<file path="config.mk">
export PLATFORM = sky130hd
export DESIGN_NAME = muldiv_unit_flat
export DESIGN_NICKNAME = d
export VERILOG_FILES = /design/src/rtl/riscv_m_pkg.sv /design/src/rtl/muldiv_unit_if.sv /design/src/rtl/muldiv_decode.sv /design/src/rtl/muldiv_unit.sv /design/src/flat_wrapper.sv
export SDC_FILE = /design/constraint.sdc
export NUM_CORES = 1
export LEC_CHECK = 0
export ABC_AREA = 1
export ABC_CLOCK_PERIOD_IN_PS = 2900
export CORE_MARGIN = 5
export CORE_UTILIZATION = 30
export CTS_BUF_LIST = sky130_fd_sc_hd__clkbuf_16
export DETAILED_ROUTE_END_ITERATION = 7
export SYNTH_ARGS = -nofsm -noshare
export SYNTH_HDL_FRONTEND = slang
export SYNTH_SLANG_ARGS = --single-unit
</file>
<file path="constraint.sdc">
create_clock -name clk -period 2.9 [get_ports clk]
set_input_delay 0.29 -clock clk [delete_from_list [all_inputs] [get_ports clk]]
set_output_delay 0.29 -clock clk [all_outputs]
set_load 0.05 [all_outputs]
</file>
<file path="src/rtl/riscv_m_pkg.sv">
// ---------------------------------------------------------------------------
// riscv_m_pkg
// Shared types and constants for the RV32M/RV64M multiply/divide unit.
//   muldiv_op_e    : operation code; values equal the funct3 encodings.
//   muldiv_state_e : iterative unit control states.
//   FUNCT7_MULDIV  : funct7 value that routes an R-type to this unit.
// ---------------------------------------------------------------------------
package riscv_m_pkg;

    localparam logic [6:0] FUNCT7_MULDIV = 7'b0000001;

    typedef enum logic [2:0] {
        OP_MUL    = 3'b000,
        OP_MULH   = 3'b001,
        OP_MULHSU = 3'b010,
        OP_MULHU  = 3'b011,
        OP_DIV    = 3'b100,
        OP_DIVU   = 3'b101,
        OP_REM    = 3'b110,
        OP_REMU   = 3'b111
    } muldiv_op_e;

    typedef enum logic [1:0] {
        IDLE = 2'd0,
        CALC = 2'd1,
        FIX  = 2'd2,
        DONE = 2'd3
    } muldiv_state_e;

endpackage : riscv_m_pkg

</file>
<file path="src/rtl/muldiv_unit_if.sv">
// ---------------------------------------------------------------------------
// muldiv_unit_if
// Request/response bundle between the issuing pipeline (master) and the
// multiply/divide unit (slave).
//   start, kill, funct3, a, b : master -> unit
//   busy, done, result        : unit -> master
//   dbg_state                 : unit -> master, current control state
//
// Handshake: the master raises start with funct3/a/b valid for one cycle.
// The request is taken at a rising edge only when the unit is idle (busy low)
// and kill is low; operands need not be held afterwards. While busy is high
// further starts are dropped. Completion is a single-cycle done pulse during
// which result is valid; result then holds until the next done. kill drops an
// in-flight request before its done pulse and never produces one.
// ---------------------------------------------------------------------------
interface muldiv_unit_if
    import riscv_m_pkg::*;
#(
    parameter int XLEN = 32
);
    logic            start;
    logic            kill;
    logic [2:0]      funct3;
    logic [XLEN-1:0] a;
    logic [XLEN-1:0] b;
    logic            busy;
    logic            done;
    logic [XLEN-1:0] result;
    muldiv_state_e   dbg_state;

    modport master (
        output start, kill, funct3, a, b,
        input  busy, done, result, dbg_state
    );

    modport slave (
        input  start, kill, funct3, a, b,
        output busy, done, result, dbg_state
    );

endinterface : muldiv_unit_if

</file>
<file path="src/rtl/muldiv_decode.sv">
// ---------------------------------------------------------------------------
// muldiv_decode
// Combinational funct3 decoder for the multiply/divide unit.
//   funct3   in  : operation code
//   is_div   out : divide family (DIV/DIVU/REM/REMU)
//   is_rem   out : remainder result wanted
//   a_signed out : rs1 treated as two's complement
//   b_signed out : rs2 treated as two's complement
//   sel_high out : multiply returns the upper product half
// ---------------------------------------------------------------------------
module muldiv_decode
    import riscv_m_pkg::*;
(
    input  logic [2:0] funct3,
    output logic       is_div,
    output logic       is_rem,
    output logic       a_signed,
    output logic       b_signed,
    output logic       sel_high
);

    muldiv_op_e op;
    assign op = muldiv_op_e'(funct3);

    always_comb begin
        is_div   = 1'b0;
        is_rem   = 1'b0;
        a_signed = 1'b0;
        b_signed = 1'b0;
        sel_high = 1'b0;
        case (op)
            OP_MUL: begin
                a_signed = 1'b1;
                b_signed = 1'b1;
            end
            OP_MULH: begin
                a_signed = 1'b1;
                b_signed = 1'b1;
                sel_high = 1'b1;
            end
            OP_MULHSU: begin
                a_signed = 1'b1;
                sel_high = 1'b1;
            end
            OP_MULHU: begin
                sel_high = 1'b1;
            end
            OP_DIV: begin
                is_div   = 1'b1;
                a_signed = 1'b1;
                b_signed = 1'b1;
            end
            OP_DIVU: begin
                is_div   = 1'b1;
            end
            OP_REM: begin
                is_div   = 1'b1;
                is_rem   = 1'b1;
                a_signed = 1'b1;
                b_signed = 1'b1;
            end
            OP_REMU: begin
                is_div   = 1'b1;
                is_rem   = 1'b1;
            end
            default: begin
            end
        endcase
    end

endmodule : muldiv_decode

</file>
<file path="src/rtl/muldiv_unit.sv">
// ---------------------------------------------------------------------------
// muldiv_unit
// Iterative RV32M/RV64M multiply/divide unit. Operands are converted to
// magnitudes at capture, XLEN shift-add (multiply) or restoring
// shift-subtract (divide) steps run on a 2*XLEN accumulator, and a final
// cycle applies sign correction and picks the result half.
//   clk    in  : clock, rising edge
//   reset  in  : synchronous active-high reset
//   bus    slave modport of muldiv_unit_if:
//     start/kill/funct3/a/b in, busy/done/result/dbg_state out
// Divide-by-zero and signed overflow are resolved at capture and skip
// straight to DONE.
// ---------------------------------------------------------------------------
module muldiv_unit
    import riscv_m_pkg::*;
#(
    parameter int XLEN = 32
)(
    input  logic          clk,
    input  logic          reset,
    muldiv_unit_if.slave  bus
);

    localparam int CW = $clog2(XLEN);

    // ------------------------------------------------------------------
    // Decode of the live request (only consumed on the capture edge)
    // ------------------------------------------------------------------
    logic dec_is_div;
    logic dec_is_rem;
    logic dec_a_signed;
    logic dec_b_signed;
    logic dec_sel_high;

    muldiv_decode u_decode (
        .funct3   (bus.funct3),
        .is_div   (dec_is_div),
        .is_rem   (dec_is_rem),
        .a_signed (dec_a_signed),
        .b_signed (dec_b_signed),
        .sel_high (dec_sel_high)
    );

    // ------------------------------------------------------------------
    // State
    // ------------------------------------------------------------------
    muldiv_state_e     state;
    muldiv_state_e     state_next;
    logic [CW-1:0]     counter;
    logic [2*XLEN-1:0] acc;
    logic [XLEN-1:0]   operand;     // multiplicand (mul) or divisor (div)
    logic              op_is_div;
    logic              op_is_rem;
    logic              op_sel_high;
    logic              neg_q;       // negate product / quotient
    logic              neg_r;       // negate remainder
    logic [XLEN-1:0]   result_q;

    // ------------------------------------------------------------------
    // Capture-time operand conditioning and special-case detection
    // ------------------------------------------------------------------
    logic            accept;
    logic            a_neg;
    logic            b_neg;
    logic [XLEN-1:0] a_mag;
    logic [XLEN-1:0] b_mag;
    logic            div_by_zero;
    logic            div_overflow;
    logic            special;
    logic [XLEN-1:0] special_result;

    assign accept = (state == IDLE) && bus.start && !bus.kill;

    always_comb begin
        a_neg = dec_a_signed && bus.a[XLEN-1];
        b_neg = dec_b_signed && bus.b[XLEN-1];
        // The most-negative value negates to itself, which is also its
        // correct unsigned magnitude.
        a_mag = a_neg ? -bus.a : bus.a;
        b_mag = b_neg ? -bus.b : bus.b;

        div_by_zero  = dec_is_div && (bus.b == '0);
        div_overflow = dec_is_div && dec_a_signed
                       && (bus.a == {1'b1, {(XLEN-1){1'b0}}})
                       && (bus.b == '1);
        special = div_by_zero || div_overflow;

        if (div_by_zero) begin
            special_result = dec_is_rem ? bus.a : '1;
        end else begin
            special_result = dec_is_rem ? '0 : bus.a;
        end
    end

    // ------------------------------------------------------------------
    // One iteration step
    // Multiply: acc = {partial_high, remaining multiplier bits}; add the
    //   multiplicand when the current LSB is set, then shift right with the
    //   carry entering at the top.
    // Divide: acc = {partial_remainder, dividend/quotient bits}; shift left,
    //   trial-subtract the divisor and shift in the quotient bit.
    // ------------------------------------------------------------------
    logic [XLEN:0]     mul_sum;
    logic [XLEN:0]     div_shift;
    logic [XLEN:0]     div_diff;
    logic [2*XLEN-1:0] acc_step;

    always_comb begin
        mul_sum   = {1'b0, acc[2*XLEN-1:XLEN]} + (acc[0] ? {1'b0, operand} : '0);
        div_shift = {acc[2*XLEN-1:XLEN], acc[XLEN-1]};
        div_diff  = div_shift - {1'b0, operand};
        if (op_is_div) begin
            // A borrow out of the trial subtraction means "restore".
            if (!div_diff[XLEN]) begin
                acc_step = {div_diff[XLEN-1:0], acc[XLEN-2:0], 1'b1};
            end else begin
                acc_step = {div_shift[XLEN-1:0], acc[XLEN-2:0], 1'b0};
            end
        end else begin
            acc_step = {mul_sum, acc[XLEN-1:1]};
        end
    end

    // ------------------------------------------------------------------
    // Sign correction and result selection
    // ------------------------------------------------------------------
    logic [2*XLEN-1:0] prod_signed;
    logic [XLEN-1:0]   quo;
    logic [XLEN-1:0]   rem;
    logic [XLEN-1:0]   fixed_result;

    always_comb begin
        prod_signed = neg_q ? -acc : acc;
        quo = acc[XLEN-1:0];
        rem = acc[2*XLEN-1:XLEN];
        if (!op_is_div) begin
            fixed_result = op_sel_high ? prod_signed[2*XLEN-1:XLEN]
                                       : prod_signed[XLEN-1:0];
        end else if (op_is_rem) begin
            fixed_result = neg_r ? -rem : rem;
        end else begin
            fixed_result = neg_q ? -quo : quo;
        end
    end

    // ------------------------------------------------------------------
    // FSM: state register
    // ------------------------------------------------------------------
    always_ff @(posedge clk) begin
        if (reset) begin
            state <= IDLE;
        end else begin
            state <= state_next;
        end
    end

    // ------------------------------------------------------------------
    // FSM: next state
    // ------------------------------------------------------------------
    always_comb begin
        state_next = state;
        case (state)
            IDLE: begin
                if (accept) begin
                    state_next = special ? DONE : CALC;
                end
            end
            CALC: begin
                if (bus.kill) begin
                    state_next = IDLE;
                end else if (counter == '0) begin
                    state_next = FIX;
                end
            end
            FIX: begin
                state_next = bus.kill ? IDLE : DONE;
            end
            DONE: begin
                // kill here is too late; the pulse is already out.
                state_next = IDLE;
            end
            default: begin
                state_next = IDLE;
            end
        endcase
    end

    // ------------------------------------------------------------------
    // Datapath registers
    // ------------------------------------------------------------------
    always_ff @(posedge clk) begin
        if (reset) begin
            counter     <= '0;
            acc         <= '0;
            operand     <= '0;
            op_is_div   <= 1'b0;
            op_is_rem   <= 1'b0;
            op_sel_high <= 1'b0;
            neg_q       <= 1'b0;
            neg_r       <= 1'b0;
            result_q    <= '0;
        end else begin
            case (state)
                IDLE: begin
                    if (accept) begin
                        op_is_div   <= dec_is_div;
                        op_is_rem   <= dec_is_rem;
                        op_sel_high <= dec_sel_high;
                        // Signedness is already folded into a_neg/b_neg, so
                        // one expression covers product and quotient.
                        neg_q       <= a_neg ^ b_neg;
                        neg_r       <= a_neg;
                        counter     <= CW'(XLEN-1);
                        if (dec_is_div) begin
                            acc     <= {{XLEN{1'b0}}, a_mag};
                            operand <= b_mag;
                        end else begin
                            acc     <= {{XLEN{1'b0}}, b_mag};
                            operand <= a_mag;
                        end
                        if (special) begin
                            result_q <= special_result;
                        end
                    end
                end
                CALC: begin
                    if (!bus.kill) begin
                        acc <= acc_step;
                        if (counter != '0) begin
                            counter <= counter - 1'b1;
                        end
                    end
                end
                FIX: begin
                    if (!bus.kill) begin
                        result_q <= fixed_result;
                    end
                end
                default: begin
                end
            endcase
        end
    end

    // ------------------------------------------------------------------
    // Outputs (all derived from registers)
    // ------------------------------------------------------------------
    assign bus.busy      = (state != IDLE);
    assign bus.done      = (state == DONE);
    assign bus.result    = result_q;
    assign bus.dbg_state = state;

endmodule : muldiv_unit

</file>
<file path="src/flat_wrapper.sv">
// flat-port wrapper written by rule: the top's interface ports become plain ports
module muldiv_unit_flat import riscv_m_pkg::*;
#(
    parameter int XLEN = 32
)
  (clk, reset, bus_start, bus_kill, bus_funct3, bus_a, bus_b, bus_busy, bus_done, bus_result, bus_dbg_state);
  muldiv_unit_if #(.XLEN(XLEN)) bus_i ();
  input  logic clk;
  input  logic reset;
  input wire logic [$bits(bus_i.start)-1:0] bus_start;
  input wire logic [$bits(bus_i.kill)-1:0] bus_kill;
  input wire logic [$bits(bus_i.funct3)-1:0] bus_funct3;
  input wire logic [$bits(bus_i.a)-1:0] bus_a;
  input wire logic [$bits(bus_i.b)-1:0] bus_b;
  output wire logic [$bits(bus_i.busy)-1:0] bus_busy;
  output wire logic [$bits(bus_i.done)-1:0] bus_done;
  output wire logic [$bits(bus_i.result)-1:0] bus_result;
  output wire logic [$bits(bus_i.dbg_state)-1:0] bus_dbg_state;
  assign bus_i.start = bus_start;
  assign bus_i.kill = bus_kill;
  assign bus_i.funct3 = bus_funct3;
  assign bus_i.a = bus_a;
  assign bus_i.b = bus_b;
  assign bus_busy = bus_i.busy;
  assign bus_done = bus_i.done;
  assign bus_result = bus_i.result;
  assign bus_dbg_state = bus_i.dbg_state;
  muldiv_unit #(.XLEN(XLEN)) u_core (.clk(clk), .reset(reset), .bus(bus_i));
endmodule
</file>
==> results of run 1 <==
==> final cells by class <==
| cell class | count | area (um^2) |
|---|---|---|
| Clock inverter | 15 | 172.7 |
| Tap cell | 855 | 1070 |
| Fill cell | 7479 | 41780 |
| Clock buffer | 17 | 425.4 |
| Inverter | 609 | 2286 |
| Timing Repair Buffer | 242 | 2165 |
| Sequential cell | 140 | 2809 |
| Multi-Input combinational cell | 2868 | 13760 |
==> critical path: stages (launching register included) <==
cell and delay (ps):
dfxtp_1 420, ha_1 300, fa_1 430, inv_1 100, nand2_1 50, nand2_1 80
nand3_1 110, nand2_2 120, nand2_2 50, nand2_2 80, nand2_2 80, nand2_2 70
nand2_1 60, nand2_2 150, buf_12 180, nand2_1 60, nand3_1 80, nand2_1 120
a21oi_1 140
==> Yosys cell counts (14+ instances only) <==
cell type / n
a21oi_1: 204
a21oi_2: 19
a31oi_1: 14
buf_1: 27
buf_2: 23
clkbuf_1: 84
dfxtp_1: 140
ha_1: 71
inv_1: 594
inv_2: 14
nand2_1: 1284
nand2_2: 14
nand3_1: 372
nand4_1: 56
nor2_1: 357
nor2_2: 18
nor3_1: 28
o211ai_1: 37
o21ai_0: 196
o21ai_1: 17
o21bai_1: 31
xor2_1: 70
==> sequential cells by signal (all words and copies together) (netlist names) <==
register / count
u_core.op_is_rem: 1
u_core.bus.result: 32
u_core.op_is_div: 1
u_core.acc: 64
u_core.op_sel_high: 1
u_core.neg_q: 1
u_core.bus.dbg_state: 2
u_core.counter: 5
u_core.operand: 32
u_core.neg_r: 1
==> layer usage <==
layer  up-vias  GRT usage [%]  part of all wire, %
met5         -              0                0.015
met4         2          11.41                  5.4
met3       220          4.384                  9.1
met2      1210          38.87                   43
met1     11270          33.82                   42
li1      12120              -                    -
==> where the power goes <==
group	switching (mW)	leakage (nW)	internal, mW
Combinational	2.44	10.4	1.14
Sequential	0.160	1.14	2.02
Clock	1.02	0.292	1.30
==> logic make-up after synthesis <==
family | after synthesis | share of synthesized area, %
AND/OR/NAND/NOR | 2172 | 46.44
buffers and inverters | 757 | 15.19
XOR/XNOR | 82 | 3.680
flip-flops | 140 | 14.36
AO/OA/AOI/OAI | 541 | 15.57
adder cells (fa/ha/maj) | 73 | 4.757
==> path summary, 6_finish.rpt <==
| check | from | to | slack, ps | cells after the start |
|---|---|---|---|---|
| max | u_core.operand[0] | u_core.acc[50] | 120 | 18 |
| min | u_core.bus.result[17] | u_core.bus.result[17] | 470 | 2 |
| max reg2reg | u_core.operand[0] | u_core.acc[50] | 120 | 18 |
| min reg2reg | u_core.bus.result[17] | u_core.bus.result[17] | 470 | 2 |
==> stage by stage <==
| stage | worst slack (ps) | hold slack, ps | util, % | instance area, um^2 |
|---|---|---|---|---|
| floorplan | 344.4 | 448.9 | - | 19520 |
| finish | 119.1 | 469.5 | 35.19 | 22680 |
| CTS | 207.6 | 467.6 | 35.18 | 22680 |
| global route | 13.97 | 496.1 | 35.19 | 22680 |
| detailed placement | 195.8 | 460.2 | 34.25 | 22080 |
| global placement | 196.9 | 457.4 | 34.25 | 22080 |
==> results by group, run 1 <==
Synthesis
  – Synth warn: 0
  – Cell taking the most area after synthesis: nand2_1
  – Syn Nets: 3909
  – Post-synth EDFFs: 0
  – Sequential fraction of the synthesis area: 14.36%
  – Fraction of registers with async set/reset: 0%
  – Dominant synthesized flop cell: dfxtp_1
  – Synth Register Bits: 140
  – Cell Area, Synth: 19510 um^2
  – Synth unique cells: 46
  – Post-Syn Instances: 3765
  – Syn_area_per_cell: 5.183 um^2
  – Post-synth top area share: 24.70%
  – Synth area leaders: nand2_1 (25%), dfxtp_1 (14%), inv_1 (11%)

Placed design
  – Port buffer count: 106
  – DP HPWL: 74390 um
  – Final GP Congestion: 1.048
  – Dpl cells: 4714

Detailed routing
  – DRT Wirelength: 91640 um
  – 1st-pass router iterations: 6
  – WL per Instance: 19.31 um
  – Via density per instance: 5.229
  – Routed Antenna Nets: 0
  – Via count: 24820
  – 1st-iter DRT viols: 2820
  – DR DRC count: 0

Timing
  – Unrepaired setup endpoints after global routing: false
  – Final hold violation count: 0
  – Max-slew violations: 0
  – Slew Limit Headroom: 32.97%
  – Skew final: 20.03 ps
  – Final setup violation count: 0
  – Total negative slack: 0 ps
  – Worst Max-Slew Pin Slew: 1005 ps
  – Tcrit/Tclk final: 95.89%
  – Minimum clock period: 2781 ps
  – Fmax: 0.3596 GHz

Clock network
  – Clock sinks: 140
  – Clock slew at reported path FFs: 70 ps
  – PostCTS Resize Cnt: 0
  – CTS tree: done
  – Cts hold-fix bufs: 0
  – Latest clock arrival within the worst-skew pair: 460 ps
  – Max H-tree Level: 4
  – Setup Fix Bufs, Post-CTS: 0
  – Clk buf depth: 2
  – Root buffer cell: clkbuf_16
  – Number of buffers created by CTS: 17

Cells and area
  – Most frequent cells in the layout: nand2_1 (1284), inv_1 (592), nand3_1 (372)
  – Nets: 4022
  – Area Growth Syn to Fin: 16.24%
  – Finished Layout Cells: 4746
  – Commonest non-fill, non-tap cell in the layout: nand2_1
  – Diode count: 0
  – Layout cells sized above 1: 6.759%

Power and ir drop
  – Leak: 11.85 nW
  – Tot Pwr: 8.068 mW
  – PD cells: 355.7 nW/um^2
  – Worst VDD drop: 0.4189 mV

Critical path
  – Worst EP required: 3260 ps
  – Max Fanout on Critical Path: 22
  – Critical path startpoint category: flip-flop
  – Worst Path Arrival: 3140 ps
  – Worst setup EP type: flip-flop
  – Critical path type: flip-flop to flip-flop

Global routing
  – Largest net degree at the start of global routing: 111
  – Vias in the first global route: 22640
  – Global-route wire length before repair: 137900 um
  – Total gr overflow: 0
  – Antenna violations before repair: 2
  – Tot GR Track Use: 24.98%

Floorplan
  – FP Rows: 93
  – Die Y: 265.1 um
  – Core box area: 64460 um^2
  – Die Wd: 265.1 um
  – Die ar.: 70250 um^2
  – Initial Util: 30.27%
  – IO Pins: 107

Run
  – Maxcap violations: 0

Status
  – Status: complete, no violations

Hold path
  – Hold Crit Class: flip-flop to flip-flop
Note: power is estimated with default switching activity, not from simulation.
==> run 2, diff against run 1 <==
CORE_ASPECT_RATIO = 0.5   (was default)
==> run 2 against run 1 <==
  * Via count rose by 2.6%
  * Combinational power up 5%
  * Final area up 0.85%
  * Largest cell class unchanged
  * Die area increased by 0.44%
  * Critical endpoint is now u_core.acc[57]
  * Routed wire length increased by 12%
  * Clock power down 4%
==> results by group, run 2 (synthesized netlist as in run 1, its figures left out) <==
Status
  – Status: complete, no violations

Cells and area
  – Area Growth Syn to Fin: 17.23%
  – Max reg flops: 64 (unchanged)
  – Finished Layout Cells: 4790 (+0.93%)
  – Most frequent cells in the layout: nand2_1 (1280), inv_1 (590), nand3_1 (369)
  – Layout cells sized above 1: 7.527% (+0.77 points)
  – Diode count: 0 (unchanged)
  – Fin util: 35.38% (+0.19 points)
  – Commonest non-fill, non-tap cell in the layout: nand2_1
  – Nets: 4037 (+0.37%)
  – Design area: 22880 um^2 (+0.85%)
  – Top reg by flops: u_core.acc

Detailed routing
  – DRT Wirelength: 102200 um (+12%)
  – Via count: 25470 (+2.6%)
  – 1st-iter DRT viols: 3314 (+18%)
  – WL per Instance: 21.34 um (+11%)
  – 1st-pass router iterations: 6 (unchanged)
  – DR DRC count: 0 (unchanged)
  – Via density per instance: 5.317 (+1.7%)
  – Routed Antenna Nets: 0 (unchanged)

Timing
  – Skew final: 15.99 ps (-4.040 ps)
  – PnR worst setup slack: 120.1 ps (+1.058 ps)
  – Unrepaired setup endpoints after global routing: true
  – Minimum clock period: 2780 ps (-1.058 ps)
  – Max-slew violations: 0 (unchanged)
  – Final hold violation count: 0 (unchanged)
  – Hold slack: 371.2 ps (-98.31 ps)
  – Total negative slack: 0 ps (unchanged)
  – Final setup violation count: 0 (unchanged)
  – Fmax: 0.3597 GHz (about the same)
  – Slew Limit Headroom: 30.45% (-2.5 points)
  – Worst Max-Slew Pin Slew: 1043 ps (+37.88 ps)
  – Tcrit/Tclk final: 95.86% (about the same)

Global routing
  – Global-route wire length before repair: 150400 um (+9.1%)
  – Tot GR Track Use: 28.24% (+3.3 points)
  – Vias in the first global route: 23480 (+3.7%)
  – Total gr overflow: 0 (unchanged)
  – Antenna violations before repair: 3 (+1)
  – Largest net degree at the start of global routing: 76 (-32%)

Clock network
  – Number of buffers created by CTS: 17 (unchanged)
  – Max H-tree Level: 4 (unchanged)
  – Clock sinks: 140 (unchanged)
  – CTS tree: done
  – Latest clock arrival within the worst-skew pair: 460 ps (about the same)
  – Root buffer cell: clkbuf_16
  – Clk buf depth: 2 (unchanged)
  – Setup Fix Bufs, Post-CTS: 0 (unchanged)
  – Clock slew at reported path FFs: 70 ps (about the same)

Critical path
  – Worst EP required: 3200 ps (-60 ps)
  – Critical path type: flip-flop to flip-flop
  – Worst setup EP type: flip-flop
  – Critical path startpoint category: flip-flop
  – Max Fanout on Critical Path: 31 (+41%)
  – Worst Path Arrival: 3080 ps (-60 ps)

Placed design
  – Dpl cells: 4757 (+0.91%)
  – Final GP Congestion: 1.052 (+0.37%)
  – Setup Slack @ Placement: -80.70 ps (-276.5 ps)
  – Post-Place Cell Area: 22240 um^2 (+0.70%)
  – DP HPWL: 84230 um (+13%)
  – Port buffer count: 106 (unchanged)

Floorplan
  – Core box area: 64660 um^2 (+0.30%)
  – Die Wd: 370.7 um (+40%)
  – Die Y: 190.3 um (-28%)
  – Initial Util: 30.18% (-0.091 points)
  – Die ar.: 70560 um^2 (+0.44%)
  – IO Pins: 107 (unchanged)
  – FP Rows: 66 (-29%)

Power and ir drop
  – Leak: 11.92 nW (+0.60%)
  – Tot Pwr: 8.162 mW (+1.2%)
  – PD cells: 356.8 nW/um^2 (+0.31%)
  – Worst VDD drop: 0.3001 mV (-28%)

Hold path
  – Hold Crit Class: input port to flip-flop

Run
  – Maxcap violations: 0 (unchanged)
[run 2: cell types whose count changed in the layout (fill, tap and decap cells not counted), moves of 3 or more]
cell	previous run	this run
nand3_1	372	369
nand2_1	1284	1280
clkinv_4	0	3
nand3_2	3	6
nand2_2	14	18
buf_4	129	142
[run 2: routing by layer]
| metal | vias up | routed length [um] | share of wire [%] | global-route usage [%] |
|---|---|---|---|---|
| met1 | 11770 | 44690 | 44 | 38.62 |
| met4 | 6 | 4247 | 4.2 | 10.12 |
| met3 | 221 | 10700 | 10 | 6.838 |
| met2 | 1342 | 42540 | 42 | 43.24 |
| li1 | 12130 | - | - | - |
| met5 | - | 40 | 0.039 | 0 |
[run 2: final timing paths]
check / depth (start not counted) / startpoint / to / slack (ps)
min: 5 / reset / u_core.bus.result[22] / 370
max: 15 / u_core.acc[0] / u_core.acc[57] / 120
min reg2reg: 2 / u_core.bus.result[20] / u_core.bus.result[20] / 470
max reg2reg: 15 / u_core.acc[0] / u_core.acc[57] / 120
[run 2: cell type report]
| type | instances | area [um^2] |
|---|---|---|
| clock buffer | 17 | 425.4 |
| clock inverter | 15 | 138.9 |
| fill | 7442 | 41780 |
| inverter | 609 | 2290 |
| multi-input combinational | 2869 | 13820 |
| sequential | 140 | 2811 |
| tap | 884 | 1106 |
| timing repair buffer | 256 | 2282 |
[run 2: power breakdown]
part	total [mW]	switching, mW	internal (mW)	leakage, nW
clock network	2.22	1.02	1.19	0.272
registers	2.18	0.165	2.02	1.14
logic	3.76	2.62	1.15	10.5
total	8.16	3.81	4.36	11.9
[run 2: what timing repair did]
| item | CTS | global route |
|---|---|---|
| hold buffers | 0 | 0 |
| gates cloned | 0 | 1 |
| gates resized for setup | 1 | 20 |
| endpoints found under the setup margin | 1 | 34 |
[run 2: worst max-delay path, stage by stage (launching register included)]
cell and delay (ps):
dfxtp_1 350, buf_12 180, nand2_1 120, inv_1 90, ha_1 470, nand2_1 160, nor2_1 220, nand2_1 150
nor4_1 250, nand2_1 150, nand3_1 110, nand3_1 110, nand2_1 100, inv_1 50, nand2_1 70, a21oi_2 50
